--- config.mk ---
export PLATFORM = sky130hd
export DESIGN_NAME = spi_rx_byte_phy
export DESIGN_NICKNAME = d
export VERILOG_FILES = /design/src/rtl/spi_phy_pkg.sv /design/src/rtl/spi_sync_edge.sv /design/src/rtl/spi_rx_byte_phy.sv
export SDC_FILE = /design/constraint.sdc
export NUM_CORES = 1
export LEC_CHECK = 0
export CAP_MARGIN = 20
export CORE_ASPECT_RATIO = 0.8
export CORE_UTILIZATION = 52
export CTS_CLUSTER_DIAMETER = 50
export DETAILED_ROUTE_END_ITERATION = 10
export MAX_ROUTING_LAYER = met4
export PLACE_DENSITY = 0.79
export REMOVE_ABC_BUFFERS = 1
export SKIP_CTS_REPAIR_TIMING = 1
export SYNTH_ARGS = -nofsm -noshare
export SYNTH_HDL_FRONTEND = slang
export SYNTH_SLANG_ARGS = --single-unit
--- constraint.sdc ---
create_clock -name clock -period 2.5 [get_ports clock]
set_clock_uncertainty 0.1 [all_clocks]
set_input_delay 0.5 -clock clock [delete_from_list [all_inputs] [get_ports clock]]
set_output_delay 0.5 -clock clock [all_outputs]
set_load 0.05 [all_outputs]
--- src/rtl/spi_phy_pkg.sv ---
// ---------------------------------------------------------------------------
// spi_phy_pkg
// Shared definitions for the SPI slave PHYs (receive and transmit sides).
//   spi_state_e     : receiver state (IDLE, RECV)
//   MODE0..MODE3    : SPI mode encoding as {ACTIVE (CPOL), PHASE (CPHA)}
//   BIT_CNT_W       : width of the per-frame sample-edge counter
//   sample_on_rise(): 1 when the mode samples on the rising sck edge
// ---------------------------------------------------------------------------
package spi_phy_pkg;

  typedef enum logic {
    IDLE = 1'b0,
    RECV = 1'b1
  } spi_state_e;

  localparam logic [1:0] MODE0 = 2'b00;
  localparam logic [1:0] MODE1 = 2'b01;
  localparam logic [1:0] MODE2 = 2'b10;
  localparam logic [1:0] MODE3 = 2'b11;

  localparam int unsigned BIT_CNT_W = 24;

  // Modes 0 and 3 sample on the rising sck edge, modes 1 and 2 on the falling.
  function automatic logic sample_on_rise(input logic [1:0] mode);
    logic rise;
    case (mode)
      MODE0, MODE3: rise = 1'b1;
      MODE1, MODE2: rise = 1'b0;
      default:      rise = 1'b1;
    endcase
    return rise;
  endfunction

endpackage : spi_phy_pkg

--- src/rtl/spi_sync_edge.sv ---
// ---------------------------------------------------------------------------
// spi_sync_edge
// Three-flop synchroniser for one asynchronous pin with edge pulses.
// s1/s2 form the metastability chain; s3 is the previous synced value.
// Ports:
//   clock  : local clock
//   rst    : asynchronous, active-high reset (flops load RESET_VAL)
//   din    : asynchronous input pin
//   level  : synchronised level (s2)
//   rise   : 1-cycle pulse, synced level went 0 -> 1
//   fall   : 1-cycle pulse, synced level went 1 -> 0
// Parameter RESET_VAL should equal the pin's idle level so that leaving
// reset never manufactures an edge.
// ---------------------------------------------------------------------------
module spi_sync_edge #(
  parameter bit RESET_VAL = 1'b0
) (
  input  logic clock,
  input  logic rst,
  input  logic din,
  output logic level,
  output logic rise,
  output logic fall
);

  logic s1, s2, s3;

  // NOTE: sequential state uses non-blocking assignments so every flop
  // samples the pre-edge value of its neighbour, giving a true shift chain.
  always_ff @(posedge clock or posedge rst) begin
    if (rst) begin
      s1 <= RESET_VAL;
      s2 <= RESET_VAL;
      s3 <= RESET_VAL;
    end else begin
      s1 <= din;
      s2 <= s1;
      s3 <= s2;
    end
  end

  assign level = s2;
  assign rise  = s2 & ~s3;
  assign fall  = ~s2 & s3;

endmodule : spi_sync_edge

--- src/rtl/spi_rx_byte_phy.sv ---
// ---------------------------------------------------------------------------
// spi_rx_byte_phy
// SPI slave receive PHY: synchronises sck/cs_n/mosi into `clock`, detects
// the mode-correct sampling edge and deserialises MOSI into DATA_WIDTH-bit
// words offered on a valid/ready handshake.
//
// Parameters:
//   PHASE      : CPHA, 0 = sample on leading edge, 1 = on trailing edge
//   ACTIVE     : CPOL, 0 = sck idles low, 1 = sck idles high
//   DATA_WIDTH : bits per word (2..32)
// Ports:
//   clock, rst : clock (>= 4x sck) and asynchronous active-high reset
//   sck, cs_n, mosi : asynchronous SPI pins
//   rx_data / rx_valid / rx_ready : received word handshake
//   overrun    : 1-cycle pulse, completed word dropped (output still full)
//   frame_err  : 1-cycle pulse, cs_n rose with a partial word pending
//   bit_cnt    : sample edges seen since cs_n fell (wraps at 2^24)
//   idle       : 1 while the receiver is in IDLE
// Build option:
//   SPI_RX_LSB_FIRST_EN defined -> LSB first (first bit lands in rx_data[0]);
//   undefined -> MSB first. Timing is identical in both builds.
// Latency: sck pin edge to rx_data/rx_valid is 4 clocks
//   (2 sync + 1 detect/shift + 1 output load).
// ---------------------------------------------------------------------------
module spi_rx_byte_phy
  import spi_phy_pkg::*;
#(
  parameter bit PHASE      = 1'b0,
  parameter bit ACTIVE     = 1'b0,
  parameter int DATA_WIDTH = 8
) (
  input  logic                  clock,
  input  logic                  rst,
  input  logic                  sck,
  input  logic                  cs_n,
  input  logic                  mosi,
  output logic [DATA_WIDTH-1:0] rx_data,
  output logic                  rx_valid,
  input  logic                  rx_ready,
  output logic                  overrun,
  output logic                  frame_err,
  output logic [BIT_CNT_W-1:0]  bit_cnt,
  output logic                  idle
);

  localparam bit               SAMPLE_RISE = sample_on_rise({ACTIVE, PHASE});
  localparam int               IDX_W       = $clog2(DATA_WIDTH);
  localparam logic [IDX_W-1:0] LAST_IDX    = IDX_W'(DATA_WIDTH - 1);

  // ---------------------------------------------------------------- sync
  logic sck_rise, sck_fall, unused_sck_level;
  logic cs_level, cs_fall, unused_cs_rise;
  logic mosi_s1, mosi_s2;
  logic sample_edge;

  spi_sync_edge #(.RESET_VAL(ACTIVE)) u_sck_sync (
    .clock (clock),
    .rst   (rst),
    .din   (sck),
    .level (unused_sck_level),
    .rise  (sck_rise),
    .fall  (sck_fall)
  );

  // The end of a frame is taken from the cs_n level, so its rise pulse is
  // not needed.
  spi_sync_edge #(.RESET_VAL(1'b1)) u_cs_sync (
    .clock (clock),
    .rst   (rst),
    .din   (cs_n),
    .level (cs_level),
    .rise  (unused_cs_rise),
    .fall  (cs_fall)
  );

  // mosi only needs the two-flop chain; it lines up with the sck detect
  // cycle because both pass through the same two stages.
  always_ff @(posedge clock or posedge rst) begin
    if (rst) begin
      mosi_s1 <= 1'b0;
      mosi_s2 <= 1'b0;
    end else begin
      mosi_s1 <= mosi;
      mosi_s2 <= mosi_s1;
    end
  end

  assign sample_edge = SAMPLE_RISE ? sck_rise : sck_fall;

  // ------------------------------------------------------- deserialiser
  spi_state_e              state_q, state_d;
  logic [DATA_WIDTH-1:0]   shreg_q, shreg_d, shreg_shifted;
  logic [IDX_W-1:0]        bit_idx_q, bit_idx_d;
  logic [BIT_CNT_W-1:0]    bit_cnt_d;
  logic                    frame_err_d;
  logic                    done_q, done_d;

`ifdef SPI_RX_LSB_FIRST_EN
  assign shreg_shifted = {mosi_s2, shreg_q[DATA_WIDTH-1:1]};
`else
  assign shreg_shifted = {shreg_q[DATA_WIDTH-2:0], mosi_s2};
`endif

  // NOTE: every signal driven here gets a default first, so no path leaves
  // it unassigned and no latch is inferred.
  always_comb begin
    state_d     = state_q;
    shreg_d     = shreg_q;
    bit_idx_d   = bit_idx_q;
    bit_cnt_d   = bit_cnt;
    frame_err_d = 1'b0;
    done_d      = 1'b0;

    unique case (state_q)
      IDLE: begin
        // Sample edges are ignored here; bit_cnt keeps the last frame's count.
        bit_idx_d = '0;
        if (cs_fall) begin
          state_d   = RECV;
          bit_cnt_d = '0;
        end
      end

      RECV: begin
        if (cs_level) begin
          // Partial word is discarded; a completed word already handed to
          // the output stage is unaffected.
          state_d     = IDLE;
          bit_idx_d   = '0;
          frame_err_d = (bit_idx_q != '0);
        end else if (sample_edge) begin
          shreg_d   = shreg_shifted;
          bit_cnt_d = bit_cnt + 1'b1;
          if (bit_idx_q == LAST_IDX) begin
            bit_idx_d = '0;
            done_d    = 1'b1;
          end else begin
            bit_idx_d = bit_idx_q + 1'b1;
          end
        end
      end

      default: state_d = IDLE;
    endcase
  end

  // NOTE: the shift register is a handful of flops, not a memory, so it is
  // reset along with the rest of the state for a deterministic rx_data.
  always_ff @(posedge clock or posedge rst) begin
    if (rst) begin
      state_q   <= IDLE;
      shreg_q   <= '0;
      bit_idx_q <= '0;
      bit_cnt   <= '0;
      frame_err <= 1'b0;
      done_q    <= 1'b0;
    end else begin
      state_q   <= state_d;
      shreg_q   <= shreg_d;
      bit_idx_q <= bit_idx_d;
      bit_cnt   <= bit_cnt_d;
      frame_err <= frame_err_d;
      done_q    <= done_d;
    end
  end

  assign idle = (state_q == IDLE);

  // -------------------------------------------------------- output stage
  // done_q marks the completion cycle. shreg_q still holds the word then,
  // since the next sample edge is at least 4 clocks away.
  always_ff @(posedge clock or posedge rst) begin
    if (rst) begin
      rx_data  <= '0;
      rx_valid <= 1'b0;
      overrun  <= 1'b0;
    end else begin
      overrun <= 1'b0;
      if (done_q) begin
        if (!rx_valid || rx_ready) begin
          rx_data  <= shreg_q;
          rx_valid <= 1'b1;
        end else begin
          overrun <= 1'b1;
        end
      end else if (rx_valid && rx_ready) begin
        rx_valid <= 1'b0;
      end
    end
  end

endmodule : spi_rx_byte_phy

# After elaboration in Yosys (flattened, before gate mapping)
# Index checks and enable logic that the tools add are counted.
# Widths: inputs -> output; s select.
# totals
in_bits	6
out_inout_bits	36
elab_cells	61
regBits	56
# classes
reduce_logical	9
bitwise	5
mux	22
eq_ne	6
n_addsub	2
# op_table
op	n
$mux 24	3
$pmux 24 s2	1
$add 24x1->24 const B	1
$mux 1	13
$mux 3	3
$pmux 3 s2	1
$reduce_and 3->1	2
$ne 2x1->1 const B	2
$ne 2x2->1 const B	2
$reduce_and 2->1	2
$add 3x1->3 const B	1
$eq 3x3->1 const B	1
$ne 3x2->1 const B	1
$not 1->1	3
$reduce_bool 3->1	1
$and 1x1->1	2
$pmux 1 s2	1
$reduce_bool 2->1	1
$logic_and 1x1->1	1
$logic_not 1->1	1
$logic_or 1x1->1	1

# Logic depth before layout (Yosys ltp)
# depth
word_depth	5
depth_mapped	6
ltp_nobuf	5

# Modules after synthesis
# From an unflattened synthesis, not the netlist that was laid out.
# hier_totals
hier_cells	241
hier_area_um2	2524.9
# by_module_without_submodules
mod	cells_per_inst	seq_area_each_um2	area_each_um2	n_inst
spi_rx_byte_phy	229	1251.2	2333.5	1
spi_sync_edge at u_cs_sync	6	78.8	97.6	1
spi_sync_edge at u_sck_sync	6	75.1	93.8	1

# Worst setup path before layout
# OpenSTA, ideal clock, no wires.
# synth_path
kind	reg-to-reg
startpoint	register bit_cnt[0]
endpoint	register bit_cnt[16]
t_arrival_ns	1.952
required_ns	2.322
path_stages_with_launch	7
period_less_slack_ns	2.130
setup_slack_ns	0.370
setup_ns	0.078
cell_sequence	dfrtp_1 -> ha_1 -> nand3_1 -> a211o_1 -> buf_2 -> or4_1 -> a21oi_1
# synth_via
elab_chain_len	4
# synth_lines
element	line_no	rtl
from (decl)	spi_rx_byte_phy.sv:42	output logic [BIT_CNT_W-1:0] bit_cnt,
from (signal assigned)	spi_rx_byte_phy.sv:161	bit_cnt <= bit_cnt_d;
$add 24x1->24	spi_rx_byte_phy.sv:133	bit_cnt_d = bit_cnt + 1'b1;
$mux 24	spi_rx_byte_phy.sv:131	end else if (sample_edge) begin
$mux 24	spi_rx_byte_phy.sv:125	if (cs_level) begin
$pmux 24 s2	spi_rx_byte_phy.sv:114	unique case (state_q)
# No other way between the ends. The select of a mux whose other input is x is not followed.
# A chain may end at the register's enable or synchronous reset.

# Final worst setup path
# layout_path
startpoint	register u_cs_sync.s3
endpoint	register bit_cnt[21]
# layout_via
elab_chain_len	3
# layout_lines
element	line_no	rtl
from (decl)	spi_sync_edge.sv:26	logic s1, s2, s3;
from (signal assigned)	spi_sync_edge.sv:34	s3 <= RESET_VAL;
from (signal assigned)	spi_sync_edge.sv:38	s3 <= s2;
$and 1x1->1	spi_sync_edge.sv:44	assign fall = ~s2 & s3;
$ne 2x1->1 (no source line)	n/a	
$reduce_and 3->1 (no source line)	n/a	
# No other way between the ends.

==> impl_metrics.tcl <==
set metrics [dict create \
    post-place-ws_ns 0.120 \
    met1_length_um 2140 \
    drv_cap 0 \
    diodes 0 \
    status "finished clean" \
    cts_buffers 5 \
    highest_layer "met4" \
    fp.dieW_um 78.3 \
    via_count 1794 \
    port_buffers 41 \
    synthXorXnorAreaFrac 0.0253 \
    fin_crit_sh 0.951 \
    grt_max_degree 57 \
    cts.path.max_buffers 2 \
    coreArea_um2 4310 \
    fmax_mhz 421 \
    route.met3.wl_um 190 \
    cts.sinks 56 \
    instances_no_fill 333 \
    irDropWorstVdd_v 0.000326 \
    dp_hpwl_um 3110 \
    initial_utilization 0.562 \
    fin_util 0.702 \
    viasPerCell 5.39 \
    hold_viol 0 \
    hold_path.startpoint "u_sck_sync.s1" \
    syn_area_um2 2420 \
    overflow 0 \
    clk_latency_ns 0.30 \
    crit_type "flop to flop" \
    grt_use_total 0.211 \
    dominantRegCellSynth "dfrtp_1" \
    gp_congestion 0.818 \
    root_buffer "clkbuf_8" \
    maxSlewHeadroom 0.567 \
    r2r_slack_ns 0.12 \
    drive_above_1_share 0.112 \
    holdPathStages 0 \
    synth-compound-area-share 0.0817 \
    wl_per_cell_um 13.3 \
    setup_viol 0 \
    antenna_found_initial 0 \
    synthAdderAreaFrac 0.0207 \
    syn_area_per_cell_um2 10.6 \
    r2r-end "bit_cnt[21]" \
    initialDrtViolationCount 146 \
    area_growth_pct 25.0 \
    setup_tns_ns 0 \
    row_count 21 \
    die-area_um2 4930 \
    synthDistinctLibCells 35 \
    antenna_left 0 \
    rsz0062_at_grt "false" \
    io_pins 42 \
    die_y_um 63.0 \
    grt_pass1_wl_um 7880 \
    hp-class "flop to flop" \
    yosysSeqAreaShare 0.581 \
    worstPathArrival_ns 2.50 \
    dr.pass1.iters 4 \
    p_leak_nw 1.32 \
    dp.cells 326 \
    wl_met2_um 2090 \
    tightest_slew_ns 0.640 \
    hold_end "u_sck_sync.level" \
    synth-seq-cells 56 \
    cp.required_ns 2.63 \
    slew_viol_final 0 \
    holdWs_ns 0.256 \
    r2r-start "u_cs_sync.s3" \
    crit_path_end_kind "flop" \
    synth-edff-count 0 \
    cts_tree "built" \
    synthMuxAreaShare 0.0455 \
    start_kind "flop" \
    setup_ws_ns 0.122 \
    finalCriticalPeriod_ns 2.38 \
    routed_wl_um 4440 \
    synth_top_family_by_area "simple AND/OR/NAND/NOR gates" \
    reg2regPathDepth 4 \
    nets 286 \
    first_global_vias 1695 \
    drc_errors 0 \
    async_reset_ff_frac 1.00 \
    synth-simple-area-share 0.215 \
    synthCells 228 \
    ys_warn_count 0 \
    cp_max_fo 16 \
    path_clk_slew_ns 0.09 \
    htreeDepth 2 \
    powerDensity_nw_per_um2 498 \
]
where the power goes:
part / total, mW / internal (mW) / switching (mW)
Clock: 0.462 / 0.190 / 0.272
Sequential: 0.949 / 0.931 / 0.0182
Combinational: 0.0938 / 0.0360 / 0.0578
sequential cells by signal (all words and copies together) (netlist names), 3 cells and up:
| signal | count |
|---|---|
| bit_cnt | 24 |
| rx_data | 8 |
| shreg_q | 8 |
| bit_idx_q | 3 |
how the worst max path moves through the flow:
| stage | end | start | slack [ns] | cells past startpoint |
|---|---|---|---|---|
| floorplan | bit_cnt[17] | state_q | 0.22 | 4 |
| global placement | bit_cnt[17] | u_cs_sync.s3 | 0.19 | 4 |
| detailed placement | bit_cnt[21] | u_cs_sync.s3 | 0.12 | 4 |
| CTS | bit_cnt[21] | u_cs_sync.s3 | 0.10 | 4 |
| global route | bit_cnt[21] | u_cs_sync.s3 | 0.008 | 4 |
| finish | bit_cnt[21] | u_cs_sync.s3 | 0.12 | 4 |
per-stage QoR:
stage | power, mW | cell area [µm²]
floorplan | 1.02 | 2380
global placement | 1.06 | 2940
detailed placement | 1.06 | 2940
CTS | 1.52 | 3020
global route | 1.58 | 3020
finish | 1.51 | 3020
per-layer routing:
metal	GRT usage	up-vias
met1	0.287	853
li1	-	894
met4	0.0532	0
met3	0.0540	2
met5	-	-
met2	0.317	45
Yosys cell counts (2+ instances only):
cell type / number / area [µm²]
xor2_1: 3 / 26.3
nor3b_1: 2 / 15.0
inv_1: 9 / 33.8
dfrtp_1: 53 / 1330
nand2b_1: 4 / 25.0
and2_1: 2 / 12.5
dfstp_2: 3 / 78.8
nand2_1: 41 / 154
or4_1: 9 / 67.6
mux2i_1: 2 / 20.0
or3_1: 6 / 37.5
and3_1: 2 / 12.5
xnor2_1: 4 / 35.0
nor3_1: 2 / 10.0
nand4_1: 6 / 37.5
nor2_1: 14 / 52.6
o31ai_1: 8 / 60.1
nand3_1: 7 / 35.0
o21ai_0: 6 / 30.0
ha_1: 4 / 50.1
mux2_2: 8 / 90.1
a21oi_1: 16 / 80.1
clkbuf_1: 5 / 18.8
cell type report:
cell class              count  area, µm²
repair buffers             49        483
well taps                  57       71.3
fillers                   341       1280
clock buffers               5       68.8
multi-input cells         155        950
flip-flops and latches     56       1410
inverters                   9       33.8
clock inverters             2       12.5
kinds of logic (layout without fill, tap and decap cells):
logic type / Yosys count / in the layout
AND/OR/NAND/NOR: 101 / 101
buffers and inverters: 17 / 65
multiplexers: 10 / 10
adder cells (fa/ha/maj): 4 / 4
XOR/XNOR: 7 / 7
AO/OA/AOI/OAI: 33 / 33
flip-flops: 56 / 56
critical path, cell delays in order (launching register included):
cell and delay [ns]:
dfstp_2 0.54, or3b_4 0.41, a2111o_1 0.57, or4_1 0.53
a21oi_1 0.15
placed cells by master (no fill, tap or decap), types with 3 or more instances in the layout:
master | Yosys | final
nand3_1 | 7 | 7
inv_1 | 9 | 8
buf_4 | 1 | 7
nor2_1 | 14 | 14
dfstp_2 | 3 | 3
o21ai_0 | 6 | 6
ha_1 | 4 | 4
nand2_1 | 41 | 41
xnor2_1 | 4 | 4
or4_1 | 9 | 9
a21oi_1 | 16 | 16
or3_1 | 6 | 6
clkdlybuf4s50_1 | 0 | 41
o31ai_1 | 8 | 8
clkbuf_8 | 0 | 5
xor2_1 | 3 | 3
dfrtp_1 | 53 | 53
mux2_2 | 8 | 8
nand4_1 | 6 | 6
nand2b_1 | 4 | 4
No activity file was read; power rests on OpenSTA's default activity.
==> variant (same flow settings) <==
Set the parameter `ACTIVE` to 1'b1 (it was 1'b0).
--- a/src/rtl/spi_rx_byte_phy.sv
+++ b/src/rtl/spi_rx_byte_phy.sv
@@ -26,7 +26,7 @@
   import spi_phy_pkg::*;
 #(
   parameter bit PHASE      = 1'b0,
-  parameter bit ACTIVE     = 1'b0,
+  parameter bit ACTIVE     = 1'b1,
   parameter int DATA_WIDTH = 8
 ) (
   input  logic                  clock,
Formal check against the unedited RTL: not equivalent (Yosys sat finds a counterexample within 10 cycles, from zero or initial values and one cycle with rst high).
==> variant against the original RTL <==
Final area is 1.4% higher; largest cell class unchanged; sequential cell count stayed put; via count is 1.7% higher; cell count stayed put; total power is 12% higher; critical path type unchanged; routed wire length is 3.8% higher; synthesized area is 0.16% higher; clock power is 38% higher; die area is 0.14% higher; worst setup slack better by 0.019 ns.
==> variant: results (changes against the original RTL) <==
STA
  – Worst Tran Pin Value: 0.542 ns (was 0.640 ns)
  – Part of the cycle the worst path needs: 0.944 (was 0.951)

Placed design
  – Hpwl dp: 3240 microns (was 3110 microns)
  – IO Port Bufs: 41 (unchanged)
  – Place WS: 0.113 ns (was 0.120 ns)
  – Final GP Congestion: 0.763 (was 0.818)
  – Placed cells: 325 (was 326)

Global route
  – GRT Total Usage: 0.219 (was 0.211)
  – First-pass GRT wire length: 7920 microns (was 7880 microns)

Detailed routing
  – Vias post-DR: 1825 (was 1794)
  – TritonRoute pass-1 iters: 4 (unchanged)
  – Iteration-0 DRC Markers: 147 (was 146)
  – Vias per cell: 5.48 (was 5.39)

Power and ir drop
  – Leak pwr: 1.34 nW (was 1.32 nW)
  – Worst vdd ir: 0.000380 V (was 0.000326 V)

Critical path
  – Data arrival, critical path: 2.49 ns (was 2.50 ns)
  – Reg2Reg Setup Slack: 0.14 ns (was 0.12 ns)

Cells and area
  – Share of cells above drive strength 1: 0.127 (was 0.112)
  – Layout Nets: 285 (was 286)
  – Fill cell count: 311 (was 341)

Logic synthesis
  – Compound-gate portion of the synthesized area: 0.0816 (was 0.0817)
  – Top cells by area, synth: dfrtp_1 52%, dfstp_2 6.5%, nand2_1 6.4% (was dfrtp_1 55%, nand2_1 6.4%, mux2_2 3.7%)
  – Post-synth top cells: 50 x dfrtp_1, 41 x nand2_1, 16 x a21oi_1 (was 53 x dfrtp_1, 41 x nand2_1, 16 x a21oi_1)
  – Mux cell area share after synthesis: 0.0454 (was 0.0455)
  – Seq/Total Area, Yosys: 0.581 (about the same)
  – Post-Synth Adder-Cell Area: 0.0207 (about the same)

Status
  – Outcome: completed (unchanged)

Clocking
  – Worst skew pair latency: 0.31 ns
-- variant: cells by family (layout without fill, tap and decap cells) --
group	count (synthesis)	in the layout
adder cells (fa/ha/maj)	4	4
flip-flops	56	56
multiplexers	10	10
AND/OR/NAND/NOR	101	101
AO/OA/AOI/OAI	33	33
XOR/XNOR	7	7
buffers and inverters	17	65
-- variant: worst max-delay path, cell delays in order, from the launching register on --
cell,delay [ns]
dfstp_2,0.54
or3b_4,0.41
a2111o_2,0.57
or4_1,0.50
a21oi_1,0.17
-- variant: path summary, 6_finish.rpt --
check / endpoint / start
hold reg to reg: mosi_s2$_DFF_PP0_ / mosi_s1$_DFF_PP0_
hold / removal: mosi_s2$_DFF_PP0_ / mosi_s1$_DFF_PP0_
min in group asynchronous: bit_cnt[14]$_DFFE_PP0P_ / rst
max in group asynchronous: u_sck_sync.s1$_DFF_PP1_ / rst
setup / recovery: bit_cnt[21]$_DFFE_PP0P_ / u_cs_sync.s3$_DFF_PP1_
setup reg to reg: bit_cnt[21]$_DFFE_PP0P_ / u_cs_sync.s3$_DFF_PP1_
-- variant: metrics by stage --
stage	instance area (sq um)	hold slack, ns	total power (W)
final	3070	0.256	0.00168
after floorplan	2380	0.231	0.00102
after global placement	2940	0.235	0.00106
after CTS	3070	0.259	0.00170
after detailed placement	2940	0.238	0.00107
after global routing	3070	0.264	0.00175
-- variant: power breakdown --
group,switching (W),total (W),internal [W]
Sequential,0.0000198,0.000953,0.000933
Combinational,0.0000583,0.0000935,0.0000351
Clock,0.000283,0.000636,0.000354
-- variant: cell type report --
| class | instances | area share |
|---|---|---|
| sequential | 56 | 0.459 |
| multi-input combinational | 155 | 0.310 |
| timing repair buffer | 48 | 0.155 |
| clock buffer | 7 | 0.0314 |
| tap | 57 | 0.0233 |
| inverter | 9 | 0.0110 |
| clock inverter | 1 | 0.00979 |
-- variant: per-layer routing --
metal | GRT usage | vias up | wire (microns)
li1 | - | 890 | -
met1 | 0.283 | 899 | 2170
met2 | 0.341 | 32 | 2220
met3 | 0.0522 | 4 | 158
met4 | 0.0764 | 0 | 65
met5 | - | - | 0
